===== config.mk =====
export PLATFORM = sky130hd
export DESIGN_NAME = multicycle_control_flat
export DESIGN_NICKNAME = d
export VERILOG_FILES = /design/src/rtl/multicycle_control_if.sv /design/src/rtl/multicycle_control.sv /design/src/flat_wrapper.sv
export SDC_FILE = /design/constraint.sdc
export NUM_CORES = 1
export LEC_CHECK = 0
export CAP_MARGIN = 25
export CORE_UTILIZATION = 40
export DETAILED_ROUTE_END_ITERATION = 10
export PLACE_DENSITY = 0.73
export SLEW_MARGIN = 15
export SYNTH_ARGS = -nofsm -noshare
export SYNTH_HDL_FRONTEND = slang
export SYNTH_SLANG_ARGS = --single-unit

===== constraint.sdc =====
create_clock -name clk -period 2.2 [get_ports clk]
set_input_delay 0.44 -clock clk [delete_from_list [all_inputs] [get_ports clk]]
set_output_delay 0.44 -clock clk [all_outputs]
set_load 0.05 [all_outputs]

===== src/rtl/multicycle_control_if.sv =====
// Control bundle between the multi-cycle sequencer and the MIPS datapath.
// Latency: n/a (wires only); master = sequencer, slave = datapath/memory side.
// Backpressure: mem_ready from the memory stalls the sequencer; Illegal exists only with CTRL_ILLEGAL_TRAP_EN.
interface multicycle_control_if #(
  parameter int ALUOP_W = 6
);
  logic [5:0]         opcode;
  logic [5:0]         funct;
  logic               zero;
  logic               mem_ready;
  logic               PCWrite;
  logic               PCWriteCond;
  logic               IorD;
  logic               MemRead;
  logic               MemWrite;
  logic               IRWrite;
  logic [1:0]         RegDst;
  logic [1:0]         MemtoReg;
  logic               RegWrite;
  logic               ALUSrcA;
  logic [1:0]         ALUSrcB;
  logic [1:0]         PCSource;
  logic [ALUOP_W-1:0] ALUOp;
  logic               InstrDone;
  logic               MemFault;
`ifdef CTRL_ILLEGAL_TRAP_EN
  logic               Illegal;
`endif

  modport master (
    input  opcode, funct, zero, mem_ready,
    output PCWrite, PCWriteCond, IorD, MemRead, MemWrite, IRWrite,
           RegDst, MemtoReg, RegWrite, ALUSrcA, ALUSrcB, PCSource,
           ALUOp, InstrDone, MemFault
`ifdef CTRL_ILLEGAL_TRAP_EN
    , output Illegal
`endif
  );

  modport slave (
    output opcode, funct, zero, mem_ready,
    input  PCWrite, PCWriteCond, IorD, MemRead, MemWrite, IRWrite,
           RegDst, MemtoReg, RegWrite, ALUSrcA, ALUSrcB, PCSource,
           ALUOp, InstrDone, MemFault
`ifdef CTRL_ILLEGAL_TRAP_EN
    , input Illegal
`endif
  );
endinterface


===== src/rtl/multicycle_control.sv =====
// Multi-cycle MIPS sequencer (FETCH/DECODE/EXECUTE/MEM/WB); optional illegal-opcode trap via CTRL_ILLEGAL_TRAP_EN.
// Latency: LW 5, SW/R-type/XORI 4, BNE/J/JAL/JR/NOOP 3 cycles at zero memory wait; outputs are a Moore decode of state.
// Backpressure: FETCH/MEMRD/MEMWR hold their request until mem_ready; WAIT_MAX waits pulse MemFault and retry.
module multicycle_control #(
  parameter int ALUOP_W  = 6,
  parameter int WAIT_MAX = 15
) (
  input  logic                 clk,
  input  logic                 reset_n,
  multicycle_control_if.master bus
);

  localparam logic [ALUOP_W-1:0] ALU_ADD = ALUOP_W'(6'b100000);
  localparam logic [ALUOP_W-1:0] ALU_SUB = ALUOP_W'(6'b100010);
  localparam logic [ALUOP_W-1:0] ALU_XOR = ALUOP_W'(6'b100110);
  localparam logic [ALUOP_W-1:0] ALU_NOP = ALUOP_W'(6'b101100);

  localparam logic [5:0] OP_R    = 6'b000000;
  localparam logic [5:0] OP_LW   = 6'b100011;
  localparam logic [5:0] OP_SW   = 6'b101011;
  localparam logic [5:0] OP_J    = 6'b000010;
  localparam logic [5:0] OP_JAL  = 6'b000011;
  localparam logic [5:0] OP_BNE  = 6'b000101;
  localparam logic [5:0] OP_XORI = 6'b001110;
  localparam logic [5:0] FN_ADD  = 6'b100000;
  localparam logic [5:0] FN_SUB  = 6'b100010;
  localparam logic [5:0] FN_SLT  = 6'b101010;
  localparam logic [5:0] FN_JR   = 6'b001000;
  localparam logic [5:0] FN_NOP  = 6'b000000;

  localparam int            CW      = $clog2(WAIT_MAX + 1);
  localparam logic [CW-1:0] CNT_MAX = CW'(WAIT_MAX);

  typedef enum logic [3:0] {
    FETCH, DECODE, MEMADR, MEMRD, MEMWB, MEMWR, REX, RWB,
    IEX, IWB, BRANCH, JUMP, JALS, JRS, NOPS, HALT
  } state_t;

  state_t        state, state_nxt;
  logic          started;   // low from reset until the first posedge after release
  logic [CW-1:0] cnt;
  logic [5:0]    fn_q;      // funct captured in DECODE, drives ALUOp for R-type
  logic          lw_q;      // MEMADR branches to MEMRD (LW) or MEMWR (SW)
  logic          waiting;
  logic          fault;

  assign waiting = started && (state == FETCH || state == MEMRD || state == MEMWR);
  // Completion beats the limit: fault only when this cycle is itself a wait.
  assign fault   = waiting && !bus.mem_ready && (cnt == CNT_MAX);

  // State register; reset forces FETCH and masks all outputs for one cycle.
  always_ff @(posedge clk or negedge reset_n) begin
    if (!reset_n) begin
      state   <= FETCH;
      started <= 1'b0;
    end else begin
      started <= 1'b1;
      state   <= state_nxt;
    end
  end

  // Memory wait counter and DECODE-time instruction fields.
  always_ff @(posedge clk or negedge reset_n) begin
    if (!reset_n) begin
      cnt  <= '0;
      fn_q <= '0;
      lw_q <= 1'b0;
    end else begin
      if (waiting && !bus.mem_ready && !fault) cnt <= cnt + 1'b1;
      else                                     cnt <= '0;
      if (started && state == DECODE) begin
        fn_q <= bus.funct;
        lw_q <= (bus.opcode == OP_LW);
      end
    end
  end

  // Next-state and Moore output decode; defaults are the idle/reset values.
  always_comb begin
    state_nxt       = state;
    bus.PCWrite     = 1'b0;
    bus.PCWriteCond = 1'b0;
    bus.IorD        = 1'b0;
    bus.MemRead     = 1'b0;
    bus.MemWrite    = 1'b0;
    bus.IRWrite     = 1'b0;
    bus.RegDst      = 2'd0;
    bus.MemtoReg    = 2'd0;
    bus.RegWrite    = 1'b0;
    bus.ALUSrcA     = 1'b0;
    bus.ALUSrcB     = 2'd0;
    bus.PCSource    = 2'd0;
    bus.ALUOp       = ALU_NOP;
    bus.InstrDone   = 1'b0;
    bus.MemFault    = fault;
`ifdef CTRL_ILLEGAL_TRAP_EN
    bus.Illegal     = 1'b0;
`endif
    if (started) begin
      case (state)
        FETCH: begin
          bus.MemRead = 1'b1;
          bus.ALUSrcB = 2'd1;
          bus.ALUOp   = ALU_ADD;
          if (bus.mem_ready) begin
            bus.IRWrite = 1'b1;
            bus.PCWrite = 1'b1;
            state_nxt   = DECODE;
          end
        end
        DECODE: begin
          bus.ALUSrcB = 2'd2;
          bus.ALUOp   = ALU_ADD;
`ifdef CTRL_ILLEGAL_TRAP_EN
          state_nxt   = HALT;
`else
          state_nxt   = NOPS;
`endif
          case (bus.opcode)
            OP_LW, OP_SW: state_nxt = MEMADR;
            OP_XORI:      state_nxt = IEX;
            OP_BNE:       state_nxt = BRANCH;
            OP_J:         state_nxt = JUMP;
            OP_JAL:       state_nxt = JALS;
            OP_R: begin
              case (bus.funct)
                FN_ADD, FN_SUB, FN_SLT: state_nxt = REX;
                FN_JR:                  state_nxt = JRS;
                FN_NOP:                 state_nxt = NOPS;
                default:                ;
              endcase
            end
            default: ;
          endcase
        end
        MEMADR: begin
          bus.ALUSrcA = 1'b1;
          bus.ALUSrcB = 2'd2;
          bus.ALUOp   = ALU_ADD;
          state_nxt   = lw_q ? MEMRD : MEMWR;
        end
        MEMRD: begin
          bus.IorD    = 1'b1;
          bus.MemRead = 1'b1;
          if (bus.mem_ready) state_nxt = MEMWB;
        end
        MEMWB: begin
          bus.MemtoReg  = 2'd1;
          bus.RegWrite  = 1'b1;
          bus.InstrDone = 1'b1;
          state_nxt     = FETCH;
        end
        MEMWR: begin
          bus.IorD     = 1'b1;
          bus.MemWrite = 1'b1;
          if (bus.mem_ready) begin
            bus.InstrDone = 1'b1;
            state_nxt     = FETCH;
          end
        end
        REX: begin
          bus.ALUSrcA = 1'b1;
          bus.ALUOp   = ALUOP_W'(fn_q);
          state_nxt   = RWB;
        end
        RWB: begin
          bus.RegDst    = 2'd1;
          bus.RegWrite  = 1'b1;
          bus.ALUOp     = ALUOP_W'(fn_q);
          bus.InstrDone = 1'b1;
          state_nxt     = FETCH;
        end
        IEX: begin
          bus.ALUSrcA = 1'b1;
          bus.ALUSrcB = 2'd3;
          bus.ALUOp   = ALU_XOR;
          state_nxt   = IWB;
        end
        IWB: begin
          bus.RegWrite  = 1'b1;
          bus.ALUOp     = ALU_XOR;
          bus.InstrDone = 1'b1;
          state_nxt     = FETCH;
        end
        BRANCH: begin
          bus.ALUSrcA     = 1'b1;
          bus.ALUOp       = ALU_SUB;
          bus.PCWriteCond = 1'b1;
          bus.PCSource    = 2'd1;
          bus.InstrDone   = 1'b1;
          state_nxt       = FETCH;
        end
        JUMP: begin
          bus.PCWrite   = 1'b1;
          bus.PCSource  = 2'd2;
          bus.InstrDone = 1'b1;
          state_nxt     = FETCH;
        end
        JALS: begin
          // Link value is the PC already advanced by FETCH.
          bus.PCWrite   = 1'b1;
          bus.PCSource  = 2'd2;
          bus.RegDst    = 2'd2;
          bus.MemtoReg  = 2'd2;
          bus.RegWrite  = 1'b1;
          bus.InstrDone = 1'b1;
          state_nxt     = FETCH;
        end
        JRS: begin
          bus.PCWrite   = 1'b1;
          bus.PCSource  = 2'd3;
          bus.InstrDone = 1'b1;
          state_nxt     = FETCH;
        end
        NOPS: begin
          bus.InstrDone = 1'b1;
          state_nxt     = FETCH;
        end
        HALT: begin
`ifdef CTRL_ILLEGAL_TRAP_EN
          bus.Illegal = 1'b1;
`endif
          state_nxt = HALT;
        end
        default: state_nxt = FETCH;
      endcase
    end
  end

endmodule


===== src/flat_wrapper.sv =====
// flat-port wrapper written by rule: the top's interface ports become plain ports
module multicycle_control_flat 
#(
  parameter int ALUOP_W  = 6,
  parameter int WAIT_MAX = 15
)
  (clk, reset_n, bus_opcode, bus_funct, bus_zero, bus_mem_ready, bus_PCWrite, bus_PCWriteCond, bus_IorD, bus_MemRead, bus_MemWrite, bus_IRWrite, bus_RegDst, bus_MemtoReg, bus_RegWrite, bus_ALUSrcA, bus_ALUSrcB, bus_PCSource, bus_ALUOp, bus_InstrDone, bus_MemFault);
  multicycle_control_if #(.ALUOP_W(ALUOP_W)) bus_i ();
  input  logic clk;
  input  logic reset_n;
  input wire logic [$bits(bus_i.opcode)-1:0] bus_opcode;
  input wire logic [$bits(bus_i.funct)-1:0] bus_funct;
  input wire logic [$bits(bus_i.zero)-1:0] bus_zero;
  input wire logic [$bits(bus_i.mem_ready)-1:0] bus_mem_ready;
  output wire logic [$bits(bus_i.PCWrite)-1:0] bus_PCWrite;
  output wire logic [$bits(bus_i.PCWriteCond)-1:0] bus_PCWriteCond;
  output wire logic [$bits(bus_i.IorD)-1:0] bus_IorD;
  output wire logic [$bits(bus_i.MemRead)-1:0] bus_MemRead;
  output wire logic [$bits(bus_i.MemWrite)-1:0] bus_MemWrite;
  output wire logic [$bits(bus_i.IRWrite)-1:0] bus_IRWrite;
  output wire logic [$bits(bus_i.RegDst)-1:0] bus_RegDst;
  output wire logic [$bits(bus_i.MemtoReg)-1:0] bus_MemtoReg;
  output wire logic [$bits(bus_i.RegWrite)-1:0] bus_RegWrite;
  output wire logic [$bits(bus_i.ALUSrcA)-1:0] bus_ALUSrcA;
  output wire logic [$bits(bus_i.ALUSrcB)-1:0] bus_ALUSrcB;
  output wire logic [$bits(bus_i.PCSource)-1:0] bus_PCSource;
  output wire logic [$bits(bus_i.ALUOp)-1:0] bus_ALUOp;
  output wire logic [$bits(bus_i.InstrDone)-1:0] bus_InstrDone;
  output wire logic [$bits(bus_i.MemFault)-1:0] bus_MemFault;
  assign bus_i.opcode = bus_opcode;
  assign bus_i.funct = bus_funct;
  assign bus_i.zero = bus_zero;
  assign bus_i.mem_ready = bus_mem_ready;
  assign bus_PCWrite = bus_i.PCWrite;
  assign bus_PCWriteCond = bus_i.PCWriteCond;
  assign bus_IorD = bus_i.IorD;
  assign bus_MemRead = bus_i.MemRead;
  assign bus_MemWrite = bus_i.MemWrite;
  assign bus_IRWrite = bus_i.IRWrite;
  assign bus_RegDst = bus_i.RegDst;
  assign bus_MemtoReg = bus_i.MemtoReg;
  assign bus_RegWrite = bus_i.RegWrite;
  assign bus_ALUSrcA = bus_i.ALUSrcA;
  assign bus_ALUSrcB = bus_i.ALUSrcB;
  assign bus_PCSource = bus_i.PCSource;
  assign bus_ALUOp = bus_i.ALUOp;
  assign bus_InstrDone = bus_i.InstrDone;
  assign bus_MemFault = bus_i.MemFault;
  multicycle_control #(.ALUOP_W(ALUOP_W), .WAIT_MAX(WAIT_MAX)) u_core (.clk(clk), .reset_n(reset_n), .bus(bus_i));
endmodule

==> results.sh <==
export IMPL_end_kind="primary output"
export IMPL_synth_cells_most_frequent="dfrtp_1, nor2_1, a21oi_1"
export IMPL_detailedRoute_firstIterationViolations=38
export IMPL_tritoncts_num_buffers=3
export IMPL_rr_worst_depth=6
export IMPL_postCtsHoldBufs=0
export IMPL_instances_no_fill=264
export IMPL_area_growth_pct=64.2
export IMPL_ys_top_cells_by_area="dfrtp_1, mux2_2, a21oi_1, nor2_1, nor3_1"
export IMPL_pwr_share_seq=0.189
export IMPL_hold_path_class="reg2reg"
export IMPL_drc=0
export IMPL_synth_cell_type_count=54
export IMPL_setup_violations=0
export IMPL_cts_max_path_buffers=2
export IMPL_yosysMostFrequentCell="dfrtp_1"
export IMPL_drv_cap=0
export IMPL_die_x_um=60.5
export IMPL_crit_path_max_incr_delay_ns=0.48
export IMPL_ys_async_sr_fraction=1.00
export IMPL_cts_tree="yes"
export IMPL_cts_reportedPaths_clkPinSlew_ns=0.09
export IMPL_total_routed_length_um=3870
export IMPL_die_area_um2=3660
export IMPL_postSynthNetCount=183
export IMPL_power_leakage_nw=0.917
export IMPL_core_um2=3150
export IMPL_yosysWarnings=0
export IMPL_worstPathRequired_ns=1.76
export IMPL_worst_setup_path_type="reg2out"
export IMPL_track_usage=0.221
export IMPL_detail_route_wl_per_cell_um=14.6
export IMPL_antenna_found_initial=0
export IMPL_timing_critical_path_fanout_max=9
export IMPL_chipHeight_um=60.5
export IMPL_grt_overflow_total=0
export IMPL_max_slew_margin=0.540
export IMPL_clockRootBuffer="clkbuf_4"
export IMPL_cts_sinks=16
export IMPL_critical_path_depth=4
export IMPL_cts_htree_levels=1
export IMPL_finalClockSkew_ns=0.000416
export IMPL_total_power_mw=2.81
export IMPL_clock_fmax_mhz=466
export IMPL_gp_congestion=0.869
export IMPL_final_layout_size_suffix_gt1_frac=0.400
export IMPL_tightest_slew_ns=0.688
export IMPL_top_level_ports=40
export IMPL_power_density_cell_area_nw_per_um2=1250
export IMPL_grt_pass1_wl_um=6070
export IMPL_worst_path_buf_inv=2
export IMPL_critical_path_top_delay_family="buffers and inverters"
export IMPL_hold_viol_final=0
export IMPL_synth_avg_cell_area_um2=8.25
export IMPL_floorplan_initialDensity=0.434
export IMPL_drv_slew=0
export IMPL_number_of_enable_flip_flop_cells_after_synthesis=0
export IMPL_switching_power_of_the_nets_mw=1.33
export IMPL_placement_rows=20
export IMPL_detailed_routing_iteration_count_for_the_pre_antenna_repair_pass=4
export IMPL_synthFlopType="dfrtp_1"
export IMPL_grt_pass1_vias=1396
export IMPL_holdPathStages=2
export IMPL_critPathArrivalTime_ns=1.70
export IMPL_worstPathCellList="inv_1 -> nor3_4 -> or2_2 -> buf_12"
export IMPL_run_status="completed"
export IMPL_synth_top_cell_by_area="dfrtp_1"
export IMPL_setup_worst_path_start_class="flop"
export IMPL_final_worst_path_period_share=0.975
export IMPL_nNetsFinal=238
export IMPL_dr_total_vias=1478
export IMPL_routed_via_density=5.60
export IMPL_power_share_of_the_clock_group=0.071
export IMPL_post_place_cells=252
export IMPL_switching_fraction=0.474
export IMPL_place_port_buffers=38
export IMPL_internal_power_mw=1.48
export IMPL_clk_lat_worst_skew_ns=0.30
export IMPL_num_antenna_cells=0
export IMPL_mappedNetlistArea_um2=1370
export IMPL_period_minus_slack_ns=2.14
export IMPL_max_rail_drop_vdd_v=0.000697
export IMPL_synth_cells=166
export IMPL_post_synth_top_area_fraction=0.293
export IMPL_ys_seq_elements=16
export IMPL_slowest_stage="dfrtp_1"
export IMPL_maximum_number_of_pins_on_one_net_before_global_route_repair=18
export IMPL_drt_antenna_violating_nets=0
export IMPL_p_comb_frac=0.740
export IMPL_yosysSeqAreaShare=0.293
export IMPL_detailedPlacementHpwl_um=2910
## layer usage
| layer | GRT usage | share of wire | up-vias |
|---|---|---|---|
| met1 | 0.272 | 0.42 | 711 |
| met5 | 0 | 0 | - |
| met3 | 0.0107 | 0.030 | 7 |
| met4 | 0.114 | 0.020 | 0 |
| li1 | - | - | 708 |
| met2 | 0.394 | 0.53 | 52 |
## path summary, 6_finish.rpt
kind / to / slack [ns] / start
max: bus_PCWrite / 0.06 / u_core.started
min: u_core.lw_q / 0.48 / u_core.lw_q
max reg2reg: u_core.state[0] / 0.52 / u_core.state[3]
min reg2reg: u_core.lw_q / 0.48 / u_core.lw_q
max in group asynchronous: u_core.state[3] / 1.15 / reset_n
min in group asynchronous: u_core.cnt[3] / 0.55 / reset_n
## power groups by stage
stage,clock (mW),sequential [mW],combinational [mW]
after floorplan,0,0.448,1.31
after global placement,0,0.537,1.85
after detailed placement,0,0.544,1.90
after CTS,0.203,0.547,1.92
after global routing,0.211,0.546,2.22
final,0.199,0.531,2.08
## logic make-up after synthesis
family,synth area share
mux,0.0494
other cells,0.00274
fa+ha+maj,0.00914
buf+inv,0.0722
compound gates,0.224
xor+xnor,0.0247
simple gates,0.325
flops,0.293
## flip-flops by register name, indices dropped and copies added, names as in the netlist
signal          count
u_core.lw_q         1
u_core.state        4
u_core.cnt          4
u_core.started      1
u_core.fn_q         6
## final cells by class
cell class | instances | area (um2)
sequential | 16 | 407
timing repair buffer | 62 | 776
fill | 246 | 906
multi-input combinational | 132 | 951
clock buffer | 4 | 36.3
inverter | 6 | 22.5
tap | 44 | 55.1
## what timing repair did
| item | CTS | global route |
|---|---|---|
| resized for setup | 7 | 7 |
| endpoints found under the setup margin | 15 | 10 |
| pin swaps | 0 | 3 |
| buffers inserted | 0 | 8 |
## tightest hold or removal path: stages (launching register included)
cell and delay (ns):
dfrtp_1 0.35, nand2_1 0.05, o31ai_1 0.05
## cell usage in the layout (no fill, tap or decap), drive strengths merged, types with 3 or more instances in the layout
cell           instances
dfrtp                 16
nor2                  16
nor2b                  5
or3                    4
and3                   4
nand2                 10
nand3                  8
clkdlybuf4s50         14
nor3                   9
o21ai                  9
clkbuf                 4
inv                    6
nor3b                  3
and2                   3
buf                   48
a21oi                 12
or2                    3
nand2b                 7
mux2                   6
## stage by stage
stage          setup TNS (ns)  hold slack [ns]  worst slack (ns)   util  area [um2]
2_1_floorplan         -0.0587            0.144           -0.0587      -        1420
3_3_place_gp                0            0.459            0.0699  0.667        2100
3_5_place_dp                0            0.460            0.0735  0.667        2100
4_1_cts              -0.00833            0.481          -0.00833  0.685        2160
5_1_grt               -0.0405            0.502           -0.0231  0.713        2250
6_report                    0            0.481            0.0550  0.713        2250
Note: power is estimated with default switching activity, not from simulation.
